File: src/rtl/regfile_dump.sv
// Read-side dump bridge: walks a register range through one regfile read port
// and streams header, little-endian register bytes and an XOR checksum.
module regfile_dump #(
  parameter logic [7:0] HDR_BYTE = 8'hA5
) (
  input  logic        clk,
  input  logic        rst,
  input  logic        start,
  input  logic [2:0]  first_reg,
  input  logic [2:0]  last_reg,
  output logic [2:0]  rf_ra,
  input  logic [31:0] rf_rd,
  output logic [7:0]  tx_data,
  output logic        tx_valid,
  input  logic        tx_ready,
  output logic        busy,
  output logic        done
);

  typedef enum logic [2:0] {
    S_IDLE,
    S_HDR,
    S_LOAD,
    S_DATA,
    S_CSUM
  } state_t;

  state_t      state_q, state_d;
  logic [2:0]  cur_q, cur_d;
  logic [2:0]  last_q, last_d;
  logic [31:0] shift_q, shift_d;
  logic [1:0]  cnt_q, cnt_d;
  logic [7:0]  csum_q, csum_d;
  logic        done_q, done_d;

  // NOTE: every signal written here gets a default first, so no path can leave
  // it unassigned and infer a latch.
  always_comb begin
    state_d  = state_q;
    cur_d    = cur_q;
    last_d   = last_q;
    shift_d  = shift_q;
    cnt_d    = cnt_q;
    csum_d   = csum_q;
    done_d   = 1'b0;
    tx_valid = 1'b0;
    tx_data  = 8'h00;

    case (state_q)
      S_IDLE: begin
        if (start) begin
          cur_d   = first_reg;
          last_d  = last_reg;
          csum_d  = 8'h00;
          state_d = S_HDR;
        end
      end
      S_HDR: begin
        tx_data  = HDR_BYTE;
        tx_valid = 1'b1;
        if (tx_ready) state_d = S_LOAD;
      end
      S_LOAD: begin
        // Snapshot the whole word so later regfile writes cannot tear it.
        shift_d = rf_rd;
        cnt_d   = 2'd0;
        state_d = S_DATA;
      end
      S_DATA: begin
        tx_data  = shift_q[7:0];
        tx_valid = 1'b1;
        if (tx_ready) begin
          csum_d = csum_q ^ shift_q[7:0];
          if (cnt_q != 2'd3) begin
            shift_d = {8'h00, shift_q[31:8]};
            cnt_d   = cnt_q + 2'd1;
          end else if (cur_q == last_q) begin
            state_d = S_CSUM;
          end else begin
            cur_d   = cur_q + 3'd1;
            state_d = S_LOAD;
          end
        end
      end
      S_CSUM: begin
        tx_data  = csum_q;
        tx_valid = 1'b1;
        if (tx_ready) begin
          done_d  = 1'b1;
          state_d = S_IDLE;
        end
      end
      default: state_d = S_IDLE;
    endcase
  end

  // NOTE: sequential state uses non-blocking assignments so every register
  // samples its pre-edge value, independent of statement order.
  always_ff @(posedge clk) begin
    if (rst) begin
      state_q <= S_IDLE;
      cur_q   <= 3'd0;
      last_q  <= 3'd0;
      shift_q <= 32'h0;
      cnt_q   <= 2'd0;
      csum_q  <= 8'h00;
      done_q  <= 1'b0;
    end else begin
      state_q <= state_d;
      cur_q   <= cur_d;
      last_q  <= last_d;
      shift_q <= shift_d;
      cnt_q   <= cnt_d;
      csum_q  <= csum_d;
      done_q  <= done_d;
    end
  end

  assign rf_ra = cur_q;
  assign busy  = (state_q != S_IDLE);
  assign done  = done_q;

endmodule

File: config.mk
export PLATFORM = sky130hd
export DESIGN_NAME = regfile_dump
export DESIGN_NICKNAME = d
export VERILOG_FILES = /design/src/rtl/regfile_dump.sv
export SDC_FILE = /design/constraint.sdc
export NUM_CORES = 1
export LEC_CHECK = 0
export CORE_UTILIZATION = 41
export CTS_CLUSTER_DIAMETER = 120
export DETAILED_ROUTE_END_ITERATION = 8
export MAX_ROUTING_LAYER = met4
export PLACE_DENSITY_LB_ADDON = 0.1
export SETUP_SLACK_MARGIN = 0.4
export SYNTH_ARGS = -nofsm -noshare
export SYNTH_HDL_FRONTEND = slang
export SYNTH_SLANG_ARGS = --single-unit
File: constraint.sdc
create_clock -name clk -period 2.1 [get_ports clk]
set_input_delay 0.525 -clock clk [delete_from_list [all_inputs] [get_ports clk]]
set_output_delay 0.525 -clock clk [all_outputs]
set_load 0.1 [all_outputs]
==> flow_summary.yaml, run 1 <==
yosys:
  ys_ff_latch: 52
  synthesis.instances: 278
  synth_nets: 322
  synth_enable_flop_cells: 0
  seq_area_frac_synth: 0.420
  syn-cell-area_um2: 2480
  ys.flop_type: "dfxtp_1"
  yosys_warnings: 0
  avgSynthCellArea_um2: 8.91
  async_flop_share: 0
  synthDistinctLibCells: 41
drt:
  wire_per_inst_um: 14.5
  drt_pre_antenna_iters: 4
  routed_wl_um: 6110
  vias_per_cell: 5.31
  drc: 0
  drtIter0Drc: 151
  vias: 2235
  ant_nets: 0
sta:
  setup_viol: 0
  max_freq_ghz: 0.500
  timing.final.crit_share: 0.953
  rsz0062_at_grt: "yes"
  hold-worst-slack_ns: 0.460
  skew_ns: 0.00775
  finalHoldViolCount: 0
  fin_tns_setup_ns: 0
  worst_slew_pin_slew_ns: 0.468
  relSlewSlack: 0.685
  finalWorstSetupSlack_ns: 0.0982
  period_needed_ns: 2.00
  slew_viol_final: 0
flow_run:
  cap_violations: 0
worst_setup_path:
  crit_slowest_cell: "or3_4"
  crit_start: "state_q[0]$_SDFFE_PP0P_"
  cp.required_ns: 1.57
  crit_end: "busy"
  rr_startpoint: "state_q[1]$_SDFFE_PP0P_"
  r2r-end: "rf_ra[2]$_SDFFE_PP0P_"
  cp_cell_sequence: "buf_4 > or3_4 > buf_12"
  critical_path.max_stage_delay_ns: 0.43
  arrival_ns: 1.48
  startpoint_type: "flip-flop"
  r2r_slack_ns: 0.42
  endpoint_kind: "output port"
  path_max_fanout: 7
  r2r_cells: 6
  path_class: "reg2out"
pwr:
  leakagePower_nw: 1.56
  ir_drop_uv: 379
  total_power_mw: 2.53
  powerDensity_nw_per_um2: 673
worst_hold_path:
  hold_path_class: "reg2reg"
die:
  dieArea_um2: 6360
  die-width_um: 79.7
  initial_core_util: 0.437
  rows: 27
  fp.coreArea_um2: 5680
  die_h_um: 79.7
  ios: 56
finish:
  stdcell_area_um2: 3770
  fillCellCount: 460
  multi_input_area_um2: 1500
  finalCoreUtilization: 0.664
  n_antenna_cell: 0
  fin_nets: 392
  seqCellArea_um2: 1060
  layout-drive-gt1-share: 0.264
  areaGrowthSynthToFinish_pct: 52.0
  layoutNonFillerInstCount: 421
global_route:
  grtUsageTotal: 0.195
  antenna_found_initial: 0
  grt-ovfl-total: 0
  grt_pass1_wl_um: 9290
  grt_max_degree: 43
  grt_pass1_vias: 1977
outcome:
  outcome: "finished, final reports clean"
clock_network:
  cts-buffers-inserted: 5
  clk_pin_slew_ns: 0.09
  root_buffer: "clkbuf_8"
  clockBufferDepth: 2
  numClockSinks: 52
  h-tree-depth: 2
  cts_tree: "built"
  clock_latency_ns: 0.31
  holdBufCountCts: 0
placement:
  hpwl_um: 4040
  placed_cells: 399
  io_buffers: 55
  preCtsSetupSlack_ns: -0.0853
  place_area_um2: 3350
  gp_congestion: 0.817
cell usage after synthesis, drive strengths merged, types with 3 or more instances:
library cell	n	area (µm²)
buf	13	73.8
a22oi	8	60.1
inv	12	45.0
nor2b	3	18.8
mux2i	28	280
a22o	4	35.0
xor2	3	26.3
nor2	48	183
a211oi	32	240
nor3b	3	27.5
o21ai	6	30.0
dfxtp	52	1040
clkbuf	10	37.5
nand2	12	52.6
a21oi	11	55.1
xnor2	8	70.1
layer usage:
metal / wire (µm) / global-route usage / up-vias
li1: - / - / 1119
met1: 2940 / 0.257 / 1050
met2: 2880 / 0.302 / 55
met3: 166 / 0.0320 / 11
met4: 118 / 0.0696 / 0
met5: 0 / - / -
cell type report:
| cell class | instances | share of cell area |
|---|---|---|
| Clock buffer | 7 | 0.0259 |
| Clock inverter | 1 | 0.00133 |
| Inverter | 12 | 0.0120 |
| Multi-Input combinational cell | 191 | 0.398 |
| Sequential cell | 52 | 0.282 |
| Tap cell | 72 | 0.0239 |
| Timing Repair Buffer | 86 | 0.257 |
cells by family (layout without fill, tap and decap cells):
group | after synthesis | after routing | share of synthesized area
flops | 52 | 52 | 0.420
xor+xnor | 11 | 11 | 0.0389
compound gates | 71 | 71 | 0.204
buf+inv | 35 | 106 | 0.0631
fa+ha+maj | 2 | 2 | 0.0101
mux | 28 | 28 | 0.113
simple gates | 79 | 79 | 0.151
cells in the final DEF (no fill, tap or decap), types with 4 or more instances in the layout:
master / n
a22oi_1: 8
clkbuf_8: 5
nor2_1: 46
a21oi_1: 10
a211oi_1: 24
dfxtp_4: 5
a211oi_4: 5
buf_4: 24
inv_1: 12
a22o_4: 4
clkdlybuf4s50_1: 39
buf_6: 5
mux2i_1: 28
o21ai_4: 5
dfxtp_1: 46
buf_12: 15
xnor2_1: 8
nand2_1: 10
flip-flops by register name, summed over array words and instances, names as in the netlist:
| register | count |
|---|---|
| state_q | 3 |
| last_q | 3 |
| shift_q | 32 |
| rf_ra | 3 |
| cnt_q | 2 |
| csum_q | 8 |
| done | 1 |
where the power goes:
| group | switching [mW] | internal, mW | total (mW) | leakage (nW) |
|---|---|---|---|---|
| Combinational | 0.439 | 0.359 | 0.797 | 1.08 |
| Clock | 0.326 | 0.306 | 0.633 | 0.0534 |
| Sequential | 0.0483 | 1.06 | 1.10 | 0.427 |
what timing repair did:
action | 4_1_cts | 5_1_grt
gates resized for setup | 17 | 28
gates cloned | 0 | 1
setup buffers | 7 | 6
endpoints found under the setup margin | 48 | 35
pin swaps | 5 | 12
hold endpoints to repair | 0 | 0
critical path, delay by kind of cell, from the launching register on:
family | cells | cell delay (ns)
DFF | 1 | 0.38
and+or+nand+nor | 1 | 0.43
buffers and inverters | 2 | 0.35
worst min path at each step:
stage                     slack [ns]                    end  cells past startpoint             startpoint
after floorplan                 0.44  cnt_q[1]$_SDFFE_PP0P_                      2  cnt_q[1]$_SDFFE_PP0P_
after global placement          0.44  cnt_q[1]$_SDFFE_PP0P_                      2  cnt_q[1]$_SDFFE_PP0P_
after detailed placement        0.45  cnt_q[1]$_SDFFE_PP0P_                      2  cnt_q[1]$_SDFFE_PP0P_
after CTS                       0.46  cnt_q[1]$_SDFFE_PP0P_                      2  cnt_q[1]$_SDFFE_PP0P_
after global routing            0.50  cnt_q[1]$_SDFFE_PP0P_                      2  cnt_q[1]$_SDFFE_PP0P_
final                           0.46  cnt_q[1]$_SDFFE_PP0P_                      2  cnt_q[1]$_SDFFE_PP0P_
Power figures use the tool's default switching activity.
==> run 2, diff against run 1 <==
CELL_PAD_IN_SITES_DETAIL_PLACEMENT = 0   (was not set)
CELL_PAD_IN_SITES_GLOBAL_PLACEMENT = 1   (was not set)
CORE_UTILIZATION = 37   (was 41)
==> run 2 against run 1 <==
The flow now finishes with violations (design-rule violations). Via count up 0.63%. Final cell count up 2.9%. Maximum frequency up 2.7%. Sequential power about the same. Core utilization down 5.8 points. Worst hold slack better by 0.0013 ns. Worst setup slack better by 0.053 ns. Global-route usage down 0.28 points. Critical path depth up 2. Register-to-register slack worse by 0.11 ns. Critical endpoint is now tx_data[5]. Die area up 11%. Count of clock-buffer cells in the layout unchanged. Largest cell class unchanged.
==> flow_summary.yaml, run 2 (synthesis gave the netlist of run 1 again) <==
global_route:
  grt_pass1_vias: 2144
  grt_max_degree: 50
  antenna_found_initial: 0
  grtUsageTotal: 0.192
  grt_pass1_wl_um: 10500
  grt-ovfl-total: 0
drt:
  drc: 2
  vias: 2249
  ant_nets: 0
  drt_pre_antenna_iters: 6
  wire_per_inst_um: 15.1
  routed_wl_um: 6550
  vias_per_cell: 5.19
  drtIter0Drc: 80
worst_hold_path:
  hold_path_class: "reg2reg"
  min_from: "cnt_q[1]$_SDFFE_PP0P_"
die:
  fp.coreArea_um2: 6420
  dieArea_um2: 7030
  ios: 56
  die_h_um: 83.8
  rows: 29
  die-width_um: 83.8
  initial_core_util: 0.386
clock_network:
  h-tree-depth: 2
  clk_pin_slew_ns: 0.10
  numClockSinks: 52
  cts-buffers-inserted: 5
  holdBufCountCts: 0
  root_buffer: "clkbuf_8"
  clockBufferDepth: 2
  cts_tree: "built"
  clock_latency_ns: 0.30
finish:
  final_cell_mix: "nor2_1, dfxtp_1, clkdlybuf4s50_1"
  layout-drive-gt1-share: 0.303
  areaGrowthSynthToFinish_pct: 57.0
  layoutNonFillerInstCount: 433
  finalCoreUtilization: 0.605
  reg_top3: "shift_q: 32 flops, csum_q: 8 flops"
  n_antenna_cell: 0
  fin_nets: 399
  largest_register_ff_count: 32
  stdcell_area_um2: 3890
  top_register: "shift_q"
placement:
  preCtsSetupSlack_ns: -0.0733
  hpwl_um: 4100
  placed_cells: 404
  io_buffers: 55
  gp_congestion: 0.748
  place_area_um2: 3360
worst_setup_path:
  timing.critical_path.mode_cell: "buf_6"
  rr_startpoint: "state_q[1]$_SDFFE_PP0P_"
  crit_slowest_cell: "dfxtp_2"
  cp.required_ns: 1.57
  path_max_fanout: 5
  arrival_ns: 1.42
  path_class: "reg2out"
  crit_family: "buffers and inverters"
  crit_start: "state_q[0]$_SDFFE_PP0P_"
  critical_path.max_stage_delay_ns: 0.35
  path_buf_inv: 3
  endpoint_kind: "output port"
  startpoint_type: "flip-flop"
  cp_cell_sequence: "buf_6 > nor2b_4 > buf_6 > a22o_4 > buf_12"
sta:
  period_needed_ns: 1.95
  finalWorstSetupSlack_ns: 0.151
  fin_tns_setup_ns: 0
  slew_viol_final: 0
  max_freq_ghz: 0.513
  timing.final.crit_share: 0.928
  relSlewSlack: 0.696
  finalHoldViolCount: 0
  rsz0062_at_grt: "yes"
  worst_slew_pin_slew_ns: 0.452
  setup_viol: 0
  skew_ns: 0.0108
  hold-worst-slack_ns: 0.462
outcome:
  outcome: "finished, violations left"
  violations: "design-rule violations"
pwr:
  total_power_mw: 2.60
  leakagePower_nw: 1.62
  powerDensity_nw_per_um2: 668
  ir_drop_uv: 361
flow_run:
  cap_violations: 0
## run 2: cell types whose count changed in the layout (fill, tap and decap cells not counted), sizes merged
cell | before | now
buf | 44 | 51
## run 2: layout make-up
cell class	count	area (µm²)
tap	77	96.3
inverter	12	45.0
multi-input combinational	191	1560
clock buffer	7	97.6
fill	572	2530
sequential	52	1060
clock inverter	1	5.00
timing repair buffer	93	1030
## run 2: layer usage
| metal | global-route usage | wire [µm] |
|---|---|---|
| met1 | 0.256 | 3090 |
| met5 | - | 0 |
| met3 | 0.0317 | 190 |
| met4 | 0.0486 | 59 |
| met2 | 0.304 | 3210 |
## run 2: where the power goes
part / total (mW) / internal [mW] / switching, mW / leakage [nW]
logic: 0.860 / 0.395 / 0.464 / 1.14
clock network: 0.636 / 0.307 / 0.329 / 0.0534
registers: 1.10 / 1.06 / 0.0471 / 0.427
total: 2.60 / 1.76 / 0.841 / 1.62
## run 2: timing repair
item	4_1_cts	5_1_grt
setup buffers	14	6
gates resized for setup	37	27
endpoints found under the setup margin	57	51
gates cloned	0	1
pin swaps	9	15
## run 2: path summary, 6_finish.rpt
check	slack [ns]	endpoint	depth (start not counted)
worst max-delay path	0.15	tx_data[5]	5
worst min-delay path	0.46	cnt_q[1]$_SDFFE_PP0P_	2
worst max register to register	0.31	csum_q[6]$_SDFFE_PP0P_	8
worst min register to register	0.46	cnt_q[1]$_SDFFE_PP0P_	2
## run 2: tightest hold or removal path, cell delays in order, from the launching register on
cell	delay [ns]
dfxtp_1	0.32
nand2_1	0.05
a21oi_1	0.05
==> run 3, diff against run 2 <==
MAX_ROUTING_LAYER = not set   (was met4)
SETUP_SLACK_MARGIN = not set   (was 0.4)
==> run 3 against run 2 <==
The flow still finishes with violations (design-rule violations). Routed wire length is 15% lower. Sequential cell count stayed put. Non-clock buffer count fell by 24. Clock power decreased by 9.4%. First-iteration DRC count down 11%. Count of clock-buffer cells in the layout is 1 lower. Combinational power down 20%. Register-to-register slack improved by 0.04 ns. Sequential share of layout area grew 3.8 points. Sequential power hardly changed. Critical path depth decreased by 2. Critical path type unchanged. Critical endpoint is now tx_data[4].
==> flow_summary.yaml, run 3 (synthesis gave the netlist of run 1 again) <==
outcome:
  outcome: "finished, violations left"
  violations: "design-rule violations"
global_route:
  grt_max_degree: 50
  grt_pass1_vias: 1947
  grt-ovfl-total: 0
  antenna_found_initial: 0
  grt_pass1_wl_um: 9400
  grtUsageTotal: 0.170
pwr:
  switchingPower_mw: 0.777
  ir_drop_uv: 319
  powerDensity_nw_per_um2: 700
  leakagePower_nw: 1.41
  pwr-share-clk: 0.243
  sw_frac_of_total: 0.328
  internal_power_mw: 1.59
  combinationalPowerShare: 0.291
  seqPwrFrac: 0.467
finish:
  seqCellArea_um2: 1050
  layout-drive-gt1-share: 0.175
  final_cell_mix: "nor2_1, dfxtp_1, clkdlybuf4s50_1"
  n_antenna_cell: 0
  areaGrowthSynthToFinish_pct: 36.7
  fin_nets: 375
  reg_top3: "shift_q: 32 flops, csum_q: 8 flops"
  multi_input_area_um2: 1310
  largest_register_ff_count: 32
  finalCoreUtilization: 0.527
  fillCellCount: 616
  top_register: "shift_q"
worst_setup_path:
  crit_family: "flip-flops"
  cp.required_ns: 1.57
  rr_startpoint: "state_q[2]$_SDFFE_PP0P_"
  path_buf_inv: 1
  crit_slowest_cell: "dfxtp_4"
  r2r_cells: 6
  critical_path.max_stage_delay_ns: 0.39
  r2r-end: "rf_ra[2]$_SDFFE_PP0P_"
  path_max_fanout: 9
  r2r_slack_ns: 0.35
  endpoint_kind: "output port"
  path_class: "reg2out"
  cp_cell_sequence: "nand3b_1 > o21ai_2 > buf_12"
  startpoint_type: "flip-flop"
  arrival_ns: 1.49
die:
  die_h_um: 83.8
  die-width_um: 83.8
  dieArea_um2: 7030
  rows: 29
  ios: 56
  initial_core_util: 0.386
  fp.coreArea_um2: 6420
sta:
  timing.final.crit_share: 0.959
  slew_viol_final: 0
  relSlewSlack: 0.658
  finalWorstSetupSlack_ns: 0.0857
  finalHoldViolCount: 0
  skew_ns: 0.00591
  setup_viol: 0
  worst_slew_pin_slew_ns: 0.508
  rsz0062_at_grt: "no"
  max_freq_ghz: 0.496
  period_needed_ns: 2.01
worst_hold_path:
  whs_path_depth: 2
  min_from: "cnt_q[1]$_SDFFE_PP0P_"
  hold_path_class: "reg2reg"
  holdPathEnd: "cnt_q[1]$_SDFFE_PP0P_"
clock_network:
  clockBufferDepth: 2
  root_buffer: "clkbuf_8"
  clk_pin_slew_ns: 0.09
  h-tree-depth: 2
  cts-buffers-inserted: 5
  holdBufCountCts: 0
  numClockSinks: 52
  clock_latency_ns: 0.30
  cts_tree: "built"
drt:
  drtIter0Drc: 71
  vias_per_cell: 5.13
  wire_per_inst_um: 13.7
  routed_wl_um: 5590
  drc: 8
  drt_pre_antenna_iters: 6
  vias: 2099
  ant_nets: 0
placement:
  preCtsSetupSlack_ns: -0.0689
  hpwl_um: 3960
  gp_congestion: 0.771
  io_buffers: 55
flow_run:
  cap_violations: 0
## run 3: changes by cell type in the layout (fill, tap and decap cells not counted), sizes merged
cell,delta
buf,-23
clkbuf,-2
clkdlybuf4s50,+2
clkinvlp,+1
dlygate4sd2,-2
## run 3: tightest hold or removal path: stages, from the launching register on
cell     delay, ns
dfxtp_1       0.33
nand2_1       0.05
a21oi_1       0.05
## run 3: repair_timing
| item | in CTS | in global routing |
|---|---|---|
| resized for setup | 4 | 4 |
| endpoints found under the setup margin | 8 | 9 |
| pin swaps | 0 | 1 |
| hold endpoints to repair | 0 | 0 |
| buffers inserted | 1 | 0 |
## run 3: worst max path at each step
stage | start | to | slack (ns) | cells after the start
after floorplan | state_q[2]$_SDFFE_PP0P_ | tx_data[1] | -0.17 | 5
after global placement | tx_ready | csum_q[4]$_SDFFE_PP0P_ | -0.03 | 6
after detailed placement | start | csum_q[2]$_SDFFE_PP0P_ | -0.07 | 6
after CTS | state_q[1]$_SDFFE_PP0P_ | tx_data[7] | 0.005 | 4
after global routing | state_q[2]$_SDFFE_PP0P_ | tx_data[4] | 0.01 | 3
final | state_q[2]$_SDFFE_PP0P_ | tx_data[4] | 0.09 | 3
## run 3: power by group through the flow
| stage | clock (mW) | combinational [mW] | sequential [mW] |
|---|---|---|---|
| final | 0.576 | 0.689 | 1.11 |
| after global routing | 0.640 | 0.745 | 1.12 |
| after CTS | 0.600 | 0.695 | 1.11 |
| after detailed placement | 0 | 0.692 | 1.13 |
| after global placement | 0 | 0.689 | 1.13 |
| after floorplan | 0 | 0.412 | 1.16 |
## run 3: cell type report
cell class,count,area share
multi-input cells,191,0.386
well taps,77,0.0284
inverters,12,0.0133
repair buffers,69,0.235
clock buffers,6,0.0214
clock inverters,2,0.00480
flip-flops and latches,52,0.311
## run 3: metal layers
metal | GRT usage | wire length [µm] | vias up
met4 | 0.0470 | 57 | 0
met1 | 0.236 | 2760 | 955
met5 | 0 | 0 | -
li1 | - | - | 1096
met3 | 0.0336 | 200 | 6
met2 | 0.268 | 2570 | 42
## run 3: per-stage QoR
stage	setup TNS, ns	hold slack [ns]	std cells	area, µm²	power, mW
2_1_floorplan	-0.700	0.436	278	2500	1.57
3_3_place_gp	-0.463	0.445	400	3280	1.82
3_5_place_dp	-1.07	0.455	400	3280	1.82
6_report	0	0.471	409	3390	2.37
5_1_grt	0	0.487	409	3390	2.50
4_1_cts	0	0.469	409	3380	2.40
